[src/rtl/demux_buf.sv]
// Two-lane demultiplexing buffer: each input word is steered by sel into one of two
// independent 2-entry FIFOs, each with its own valid/ready output and a saturating pop counter.

module demux_buf_lane #(
    parameter int WIDTH = 8
) (
    input  logic             clk,
    input  logic             rst,
    input  logic             push,
    input  logic [WIDTH-1:0] wdata,
    input  logic             pop_ready,
    output logic [WIDTH-1:0] head,
    output logic             valid,
    output logic             full,
    output logic [7:0]       cnt
);
    logic [WIDTH-1:0] mem_q [2];
    logic             wptr_q;
    logic             rptr_q;
    logic [1:0]       occ_q;
    logic [1:0]       occ_d;
    logic [7:0]       cnt_q;
    logic [7:0]       cnt_d;
    logic             pop;

    assign valid = (occ_q != 2'd0);
    assign full  = (occ_q == 2'd2);
    assign pop   = valid && pop_ready;
    // Head comes straight from storage, so a pushed word is visible one cycle later.
    assign head  = mem_q[rptr_q];
    assign cnt   = cnt_q;

    always_comb begin
        occ_d = occ_q;
        if (push && !pop) begin
            occ_d = occ_q + 2'd1;
        end else if (pop && !push) begin
            occ_d = occ_q - 2'd1;
        end
        cnt_d = cnt_q;
        if (pop && (cnt_q != 8'hFF)) begin
            cnt_d = cnt_q + 8'd1;
        end
    end

    always_ff @(posedge clk) begin
        if (rst) begin
            mem_q[0] <= '0;
            mem_q[1] <= '0;
            wptr_q   <= 1'b0;
            rptr_q   <= 1'b0;
            occ_q    <= 2'd0;
            cnt_q    <= 8'd0;
        end else begin
            if (push) begin
                mem_q[wptr_q] <= wdata;
                wptr_q        <= ~wptr_q;
            end
            if (pop) begin
                rptr_q <= ~rptr_q;
            end
            occ_q <= occ_d;
            cnt_q <= cnt_d;
        end
    end
endmodule

module demux_buf #(
    parameter int WIDTH = 8
) (
    input  logic             clk,
    input  logic             rst,
    input  logic [WIDTH-1:0] d,
    input  logic             d_valid,
    output logic             d_ready,
    input  logic             sel,
    output logic [WIDTH-1:0] oa,
    output logic [WIDTH-1:0] ob,
    output logic             oa_valid,
    output logic             ob_valid,
    input  logic             oa_ready,
    input  logic             ob_ready,
    output logic [7:0]       cnt_a,
    output logic [7:0]       cnt_b
);
    // Handshake: a transfer happens on any edge where valid && ready; ready never
    // depends on valid, and a full lane accepts only when its head leaves the same cycle.
    logic full_a;
    logic full_b;
    logic push_a;
    logic push_b;
    logic room_a;
    logic room_b;

    assign room_a  = !full_a || oa_ready;
    assign room_b  = !full_b || ob_ready;
    assign d_ready = !rst && (sel ? room_b : room_a);
    assign push_a  = d_valid && d_ready && !sel;
    assign push_b  = d_valid && d_ready && sel;

    demux_buf_lane #(.WIDTH(WIDTH)) u_lane_a (
        .clk       (clk),
        .rst       (rst),
        .push      (push_a),
        .wdata     (d),
        .pop_ready (oa_ready),
        .head      (oa),
        .valid     (oa_valid),
        .full      (full_a),
        .cnt       (cnt_a)
    );

    demux_buf_lane #(.WIDTH(WIDTH)) u_lane_b (
        .clk       (clk),
        .rst       (rst),
        .push      (push_b),
        .wdata     (d),
        .pop_ready (ob_ready),
        .head      (ob),
        .valid     (ob_valid),
        .full      (full_b),
        .cnt       (cnt_b)
    );
endmodule

[config.mk]
export PLATFORM = sky130hd
export DESIGN_NAME = demux_buf
export DESIGN_NICKNAME = d
export VERILOG_FILES = /design/src/rtl/demux_buf.sv
export SDC_FILE = /design/constraint.sdc
export NUM_CORES = 1
export LEC_CHECK = 0
export BUFFER_PORTS_ARGS = -buffer_cell sky130_fd_sc_hd__buf_2
export CAP_MARGIN = 40
export CORE_MARGIN = 1
export CORE_UTILIZATION = 55
export CTS_CLUSTER_SIZE = 20
export DETAILED_ROUTE_END_ITERATION = 6
export GPL_TIMING_DRIVEN = 0
export PLACE_DENSITY = 0.83
export SYNTH_ARGS = -nofsm -noshare
export SYNTH_HDL_FRONTEND = slang
export SYNTH_SLANG_ARGS = --single-unit
[constraint.sdc]
create_clock -name clk -period 2.99 [get_ports clk]
set_clock_uncertainty 0.05 [all_clocks]
set_input_delay 0.299 -clock clk [delete_from_list [all_inputs] [get_ports clk]]
set_output_delay 0.299 -clock clk [all_outputs]
set_load 0.01 [all_outputs]
# ---- Yosys cells after proc, flatten, opt, wreduce, memory -nomap -nowiden
# Memories as Yosys holds them, arrays and structs flattened. A register that Yosys moved wholly into a read port is not among the register bits.
# Cells that the tools add are included.
dict set report totals {
  memories 2
  out_inout_bits 35
  regBits 24
  in_bits 14
  word_cells 75
  mem_bits_rw 32
}
dict set report op_classes {
  n_eq_ne 4
  bitwise 4
  addsub 6
  n_reduce_logical 28
  muxes 23
}
# memory depth width rd rd_clocked_by_memory_dff wr line_no
set mem_list {}
lappend mem_list {u_lane_a.mem_q 2 8 1 1 2 17} ;# logic [WIDTH-1:0] mem_q [2];
lappend mem_list {u_lane_b.mem_q 2 8 1 1 2 17}
# op n
set op_table {}
lappend op_table {{1-bit 2-to-1 mux} 17}
lappend op_table {{8-bit by 1-bit adder with 8-bit output (second input constant)} 2}
lappend op_table {{8-bit 2-to-1 mux} 2}
lappend op_table {{8-bit inequality test (second input constant)} 2}
lappend op_table {{8-bit OR reduction} 2}
lappend op_table {{1-bit logical AND} 12}
lappend op_table {{1-bit logical NOT} 8}
lappend op_table {{2-bit 2-to-1 mux} 4}
lappend op_table {{2-bit nonzero test} 4}
lappend op_table {{2-bit by 1-bit adder with 2-bit output (second input constant)} 2}
lappend op_table {{2-bit == test (second input constant)} 2}
lappend op_table {{1-bit NOT} 4}
lappend op_table {{2-bit by 1-bit subtractor with 2-bit output (second input constant)} 2}
lappend op_table {{1-bit logical OR} 2}

# ---- Logic depth before layout (Yosys ltp)
# Gate-level depths: netlist of the first run.
dict set report logic_depth {
  depth_word 12
  mapped_depth 7
  mapped_depth_nobuf 6
}

# ---- By module
# Synthesis of the first run repeated with hierarchy kept, for this count alone.
dict set report hier_totals {
  hier_cells 235
  area_unflattened_um2 2741.4
}
# module seq_area_each_um2 area_each_um2 cells_each n_inst
set modules_own_cells {}
lappend modules_own_cells {demux_buf_lane 740.7 1343.8 114 2}
lappend modules_own_cells {demux_buf 0.0 53.8 7 1}

# ---- Worst setup path before layout of the first run
# OpenSTA, ideal clock, no wires.
dict set report synth_timing {
  path_kind {flip-flop to flip-flop}
  start {register u_lane_a.wptr_q}
  end {memory u_lane_a.mem_q[1][0] (enable)}
  synth_period_minus_slack_ps 2001
  arrival_time_ps 1553
  setup_ps 398
  setup_slack_ps 989
  path_stages_with_launch 3
  required_ps 2542
  path_buffers 0
  path_cell_list {dfxtp_1 -> inv_1 -> o41ai_1}
}
# item line_no
set synth_lines {}
lappend synth_lines {{start: declaration} 18} ;# logic wptr_q;
lappend synth_lines {{start signal: assignment} 57} ;# wptr_q <= ~wptr_q;
lappend synth_lines {{end: declaration} 17}

# ---- Final worst setup path of the first run
dict set report layout_timing {
  start {register u_lane_a.occ_q[0]}
  end {output d_ready}
}
dict set report layout_between {
  elab_chain_cells 5
}
# item line_no
set layout_rtl {}
lappend layout_rtl {{start: declaration} 20} ;# logic [1:0] occ_q;
lappend layout_rtl {{start signal: assignment} 52} ;# occ_q <= 2'd0;
lappend layout_rtl {{start signal: assignment} 62} ;# occ_q <= occ_d;
lappend layout_rtl {{2-bit == test} 27} ;# assign full = (occ_q == 2'd2);
lappend layout_rtl {{1-bit logical NOT} 95} ;# assign room_a = !full_a || oa_ready;
lappend layout_rtl {{1-bit logical OR} 95}
lappend layout_rtl {{1-bit 2-to-1 mux} 97} ;# assign d_ready = !rst && (sel ? room_b : room_a);
lappend layout_rtl {{1-bit logical AND} 97}
lappend layout_rtl {{end: declaration} 75} ;# output logic d_ready,
# No other way between the ends.

==> out/qor.csv, run 1 <==
metric,value,unit
synthesized cell area,0.00285,mm^2
Post-synth top cells,"33 x and2_1, 32 x edfxtp_1, 26 x dfxtp_1, 17 x mux2_2, 12 x a211oi_1",
top-area cell type share of the netlist area,33.7,%
Slew headroom,65.0,%
internal power,0.00166,W
FF+latch area,0.00148,mm^2
Initial Util,58.8,%
CP Cell Sequence,"nor3b_4, mux2_2, nor2_1, buf_2",
vias per inst,5.49,
RSZ-0062 raised after global routing,no,
most common cell in the netlist,and2_1,
overall power,0.00232,W
Sw Pwr,0.000663,W
crit end category,primary output,
pwr/cell area,681,mW/mm^2
ys async rst share,0,%
Clock Tree Buf Depth,2,
Period minus WS final,2.03,ns
placed instance count,355,
total CTS buffers,9,
DRT Pass-1 Iters,4,
routed wire length,5.28,mm
Die X,74.0,um
fin nets,317,
Final setup viols,0,
die area,0.00548,mm^2
synth unique cells,53,
period utilization,67.9,%
final RePlAce weighted congestion,0.792,
grt total ovfl,0,
ys flop type,edfxtp_1,
Achievable Freq,492,MHz
hold slack,0.235,ns
outcome,finished clean,
WHS Path Cells,2,
Antenna Nets Post-Route,0,
Post-CTS Hold Buffers,0,
Rows,25,
Post-synth EDFFs,32,
clock power share,33.0,%
slowest CP cell,nor3b_4,
post-CTS resize count,0,
Synth Register Bits,58,
vias in the first global route,1877,
post-CTS setup buffers,0,
fraction of the yosys area taken by sequential cells,51.9,%
fraction of layout cells with a size suffix above 1,34.2,%
Yosys Warn Count,0,
Final Max Slew Viols,0,
HP Class,in2reg,
dpl hpwl,3.68,mm
leak pwr,1.37,nW
htree depth,3,
first-pass GRT wire length,8.54,mm
DRC viols,0,
I/O Pins,49,
total of max-cap violations,0,
final-layout fill cell count,370,
die height,74.0,um
initial antenna violation count,0,
Final Non-Filler Cells,371,
DR vias,2035,
Worst-path clk slew,0.06,ns
worst slew pin tran,0.524,ns
Critical Path Fanout Max,8,
Required @ worst endpoint,2.64,ns
P&R area growth vs syn,19.4,%
sw frac,28.6,%
Core Area,0.00485,mm^2
Synth Area per Inst,11.9,um^2
setup TNS,0,ns
DRT iter0 DRCs,76,
Worst Setup Path Type,reg2out,
share of power burned in registers,43.0,%
clock net sink count,58,
Root Driver,clkbuf_8,
DR WL/cell,14.2,um
Multi-input gate area,0.00129,mm^2
Arrival @ worst endpoint,1.68,ns
r2r worst-path depth,5,
Clock Latency Late Sink,0.33,ns
total track usage,21.4,%
CTS tree,done,
final hold vios,0,
Synth area leader,edfxtp_1,
peak supply drop,490,uV
combinational share of power,24.0,%
Mapped Nets,257,
largest net degree at the start of global routing,11,
# diodes,0,
Syn Inst Count,239,
port buffer count,47,
Synth area leaders,"edfxtp_1 34%, dfxtp_1 18%, and2_1 7.2%",
startpoint types,register,
CP peak stage delay,0.51,ns
## through the flow
| stage | setup slack [ns] | area (um^2) | utilization (%) |
|---|---|---|---|
| 2_1_floorplan | 0.989 | 2850 | - |
| 3_3_place_gp | 0.578 | 3170 | 65.4 |
| 3_5_place_dp | 1.00 | 3200 | 65.9 |
| 4_1_cts | 0.942 | 3410 | 70.2 |
| 5_1_grt | 0.838 | 3410 | 70.2 |
| 6_report | 0.959 | 3410 | 70.2 |
## layout make-up
class | count | share of cell area [%]
buffer | 9 | 1.91
clock buffer | 10 | 3.75
clock inverter | 6 | 2.39
inverter | 7 | 0.918
multi-input combinational | 165 | 37.9
sequential | 58 | 43.5
tap | 67 | 2.46
timing repair buffer | 49 | 7.20
## per-layer routing
metal | part of all wire, % | global-route usage, % | vias up | routed length [um]
met5 | 0 | 0 | - | 0
met4 | 2.8 | 10.9 | 0 | 148
li1 | - | - | 1011 | -
met3 | 5.4 | 7.18 | 13 | 287
met1 | 44 | 23.8 | 957 | 2310
met2 | 48 | 36.6 | 54 | 2530
## worst max-delay path, delay by kind of cell (launching register included)
kind,cells,cell delay [ns]
DFF,1,0.38
muxes,1,0.25
and+or+nand+nor,2,0.56
buffers and inverters,1,0.16
## registers in the layout, summed over array words and instances (netlist names), named ones only
| signal | cells |
|---|---|
| u_lane_a.wptr_q | 1 |
| u_lane_b.wptr_q | 1 |
| u_lane_b.occ_q | 2 |
| u_lane_b.cnt | 8 |
| u_lane_b.mem_q | 16 |
| u_lane_a.rptr_q | 1 |
| u_lane_b.rptr_q | 1 |
| u_lane_a.mem_q | 16 |
| u_lane_a.occ_q | 2 |
| u_lane_a.cnt | 8 |
## layout by cell type (no fill, tap or decap), types with 3 or more instances in the layout
cell      count
a211oi_1     12
a21oi_1       9
a311oi_1      4
a41oi_1       5
and2_1       33
and3_1        5
buf_2        49
buf_4         3
clkbuf_1      4
clkbuf_8      9
dfxtp_1      26
edfxtp_1     32
ha_1          4
inv_1         4
mux2_2       17
nand2_1      10
nand3_1       4
nor2_1       11
nor2b_1       3
o21ai_0       3
or3_1         3
xor2_1        4
## final timing paths
kind	slack, ns	startpoint	to
setup / recovery	0.96	u_lane_a.occ_q[0]	d_ready
hold / removal	0.23	sel	u_lane_a.wptr_q
setup reg to reg	1.01	u_lane_a.occ_q[0]	u_lane_a.occ_q[1]
hold reg to reg	0.45	u_lane_b.cnt[1]	u_lane_b.cnt[1]
## power by group through the flow
stage / clock network (W) / registers, W / logic [W]
global placement: 0 / 0.00101 / 0.000542
CTS: 0.000777 / 0.000997 / 0.000566
global route: 0.000811 / 0.00101 / 0.000619
floorplan: 0 / 0.00101 / 0.000404
detailed placement: 0 / 0.00101 / 0.000561
finish: 0.000766 / 0.000997 / 0.000557
## cells by family (layout without fill, tap and decap cells)
kind of cell	Yosys count	after routing	synth area share, %
mux	21	21	8.20
flops	58	58	51.9
simple gates	89	89	20.1
buf+inv	16	81	3.38
compound gates	45	45	12.8
xor+xnor	6	6	1.84
fa+ha+maj	4	4	1.75
No activity file was read; power rests on OpenSTA's default activity.
==> inputs of run 2 (changes only) <==
--- a/config.mk
+++ b/config.mk
@@ -5,6 +5,7 @@
 export SDC_FILE = /design/constraint.sdc
 export NUM_CORES = 1
 export LEC_CHECK = 0
+export ABC_AREA = 1
 export BUFFER_PORTS_ARGS = -buffer_cell sky130_fd_sc_hd__buf_2
 export CAP_MARGIN = 40
 export CORE_MARGIN = 1
@@ -12,7 +13,7 @@
 export CTS_CLUSTER_SIZE = 20
 export DETAILED_ROUTE_END_ITERATION = 6
 export GPL_TIMING_DRIVEN = 0
-export PLACE_DENSITY = 0.83
+export PLACE_DENSITY = 0.84
 export SYNTH_ARGS = -nofsm -noshare
 export SYNTH_HDL_FRONTEND = slang
 export SYNTH_SLANG_ARGS = --single-unit
==> constraint.sdc (replaced) <==
create_clock -name clk -period 2.09 [get_ports clk]
set_clock_uncertainty 0.05 [all_clocks]
set_input_delay 0.209 -clock clk [delete_from_list [all_inputs] [get_ports clk]]
set_output_delay 0.209 -clock clk [all_outputs]
set_load 0.01 [all_outputs]
==> out/qor.csv, run 2 <==
metric,value,unit
initial antenna violation count,0,
Yosys Warn Count,0,
Clock Latency Late Sink,0.33,ns
vias per inst,5.06,
period utilization,81.8,%
Arrival @ worst endpoint,1.87,ns
die area,0.00530,mm^2
Synth area leader,edfxtp_1,
Worst-path clk slew,0.07,ns
post-CTS setup buffers,0,
Root Driver,clkbuf_8,
final setup margin,0.381,ns
ys async rst share,0,%
DRT Pass-1 Iters,4,
Synth Area per Inst,9.35,um^2
Synth area leaders,"edfxtp_1 35%, dfxtp_1 19%, nor2_1 7.5%",
fraction of layout cells with a size suffix above 1,30.2,%
Final Cell Area,0.00330,mm^2
Core Area,0.00479,mm^2
Final Max Slew Viols,0,
Antenna Nets Post-Route,0,
Die X,72.8,um
vias in the first global route,2096,
Syn Inst Count,295,
final RePlAce weighted congestion,0.785,
final-layout fill cell count,404,
Worst Setup Path Type,reg2reg,
total of max-cap violations,0,
DR vias,2149,
total track usage,22.7,%
HP Class,in2reg,
CTS tree,done,
top-area cell type share of the netlist area,34.8,%
DRT iter0 DRCs,130,
Final setup viols,0,
I/O Pins,49,
largest net degree at the start of global routing,11,
outcome,finished clean,
most common cell in the netlist,nor2_1,
Post-synth EDFFs,32,
grt total ovfl,0,
dpl cell area,0.00308,mm^2
Post-synth top cells,"55 x nor2_1, 41 x nand2_1, 37 x inv_1, 32 x edfxtp_1, 26 x dfxtp_1",
Mapped Nets,313,
P&R area growth vs syn,19.5,%
RSZ-0062 raised after global routing,no,
post-CTS resize count,0,
fraction of the yosys area taken by sequential cells,53.7,%
pwr/cell area,970,mW/mm^2
# diodes,0,
total CTS buffers,9,
crit end category,register,
first-pass GRT wire length,8.94,mm
Rows,25,
DR WL/cell,12.8,um
fin nets,371,
die height,72.8,um
Final Non-Filler Cells,425,
synth unique cells,26,
Post-CTS Hold Buffers,0,
clock net sink count,58,
Achievable Freq,585,MHz
port buffer count,47,
dpl hpwl,3.86,mm
Slew headroom,73.2,%
"commonest non-fill, non-tap cell in the layout",nor2_1,
routed wire length,5.43,mm
most frequent cells in the layout,"55 x nor2_1, 49 x buf_2, 41 x nand2_1",
setup TNS,0,ns
DP Worst Slack,0.333,ns
leak pwr,1.52,nW
final hold vios,0,
DRC viols,0,
htree depth,3,
Initial Util,57.6,%
synthesized cell area,0.00276,mm^2
placed instance count,409,
Regs by FF count,"u_lane_a.mem_q x16, u_lane_b.mem_q x16",
Synth Register Bits,58,
peak supply drop,683,uV
Required @ worst endpoint,2.26,ns
ys flop type,edfxtp_1,
hold slack,0.0448,ns
Period minus WS final,1.71,ns
worst slew pin tran,0.402,ns
Critical Path Fanout Max,6,
Clock Tree Buf Depth,2,
startpoint types,register,
-- run 2: changes by cell type after synthesis, sizes merged, moves of 4 or more --
| cell | before | now |
|---|---|---|
| nand4 | 0 | 6 |
| o21ai | 3 | 12 |
| inv | 6 | 42 |
| a21oi | 11 | 19 |
| nand3 | 4 | 14 |
| nor2 | 11 | 59 |
| a311oi | 4 | 0 |
| nand2 | 10 | 52 |
| and2 | 33 | 0 |
| a211oi | 12 | 0 |
| and3 | 6 | 0 |
| nor4 | 4 | 0 |
| a41oi | 5 | 0 |
-- run 2: report_power, final --
group | total (W) | leakage (nW) | switching, W | internal, W
logic | 0.000683 | 0.869 | 0.000409 | 0.000273
clock network | 0.00113 | 0.109 | 0.000430 | 0.000700
registers | 0.00138 | 0.544 | 0.0000680 | 0.00132
-- run 2: path summary, 6_finish.rpt --
check,end,depth (start not counted),slack (ns),startpoint
max,u_lane_b.occ_q[1],9,0.38,u_lane_a.occ_q[0]
min,u_lane_a.cnt[3],2,0.04,rst
max reg2reg,u_lane_b.occ_q[1],9,0.38,u_lane_a.occ_q[0]
min reg2reg,u_lane_a.rptr_q,1,0.41,u_lane_a.rptr_q
-- run 2: worst max-delay path, stage by stage (launching register included) --
cell and delay [ns]:
dfxtp_1 0.35, inv_2 0.07, nand3_1 0.13, nand4_4 0.09, nor2_4 0.15, ha_1 0.28
a21oi_1 0.13, o21ai_0 0.12, o21ai_0 0.17, a21oi_1 0.06
-- run 2: kinds of logic (layout without fill, tap and decap cells) --
| kind of cell | after synthesis | count (layout) | share of synthesized area, % |
|---|---|---|---|
| xor+xnor | 6 | 6 | 1.90 |
| mux | 16 | 16 | 6.53 |
| compound gates | 31 | 31 | 5.62 |
| flops | 58 | 58 | 53.7 |
| simple gates | 132 | 132 | 22.8 |
| buf+inv | 48 | 111 | 7.66 |
| fa+ha+maj | 4 | 4 | 1.81 |
-- run 2: cell type report --
class                   instances  area [um^2]  share of cell area, %
plain buffers                   5         43.8                   1.33
clock buffers                  11          141                   4.29
clock inverters                 5         77.6                   2.35
inverters                      43          168                   5.09
multi-input cells             189         1070                   32.3
flip-flops and latches         58         1480                   44.9
well taps                      67         83.8                   2.54
repair buffers                 47          235                   7.13
-- run 2: per-stage QoR --
stage                     util, %  power [W]
after global routing         68.9    0.00336
after CTS                    68.9    0.00322
after floorplan                 -    0.00188
after detailed placement     64.3    0.00209
final                        68.9    0.00320
after global placement       64.3    0.00206
-- run 2: layer usage --
layer	global-route usage (%)	wire, um	vias up
met5	0	0	-
met4	12.4	57	0
met3	5.11	243	9
met2	40.8	2840	62
met1	24.8	2290	1003
li1	-	-	1075
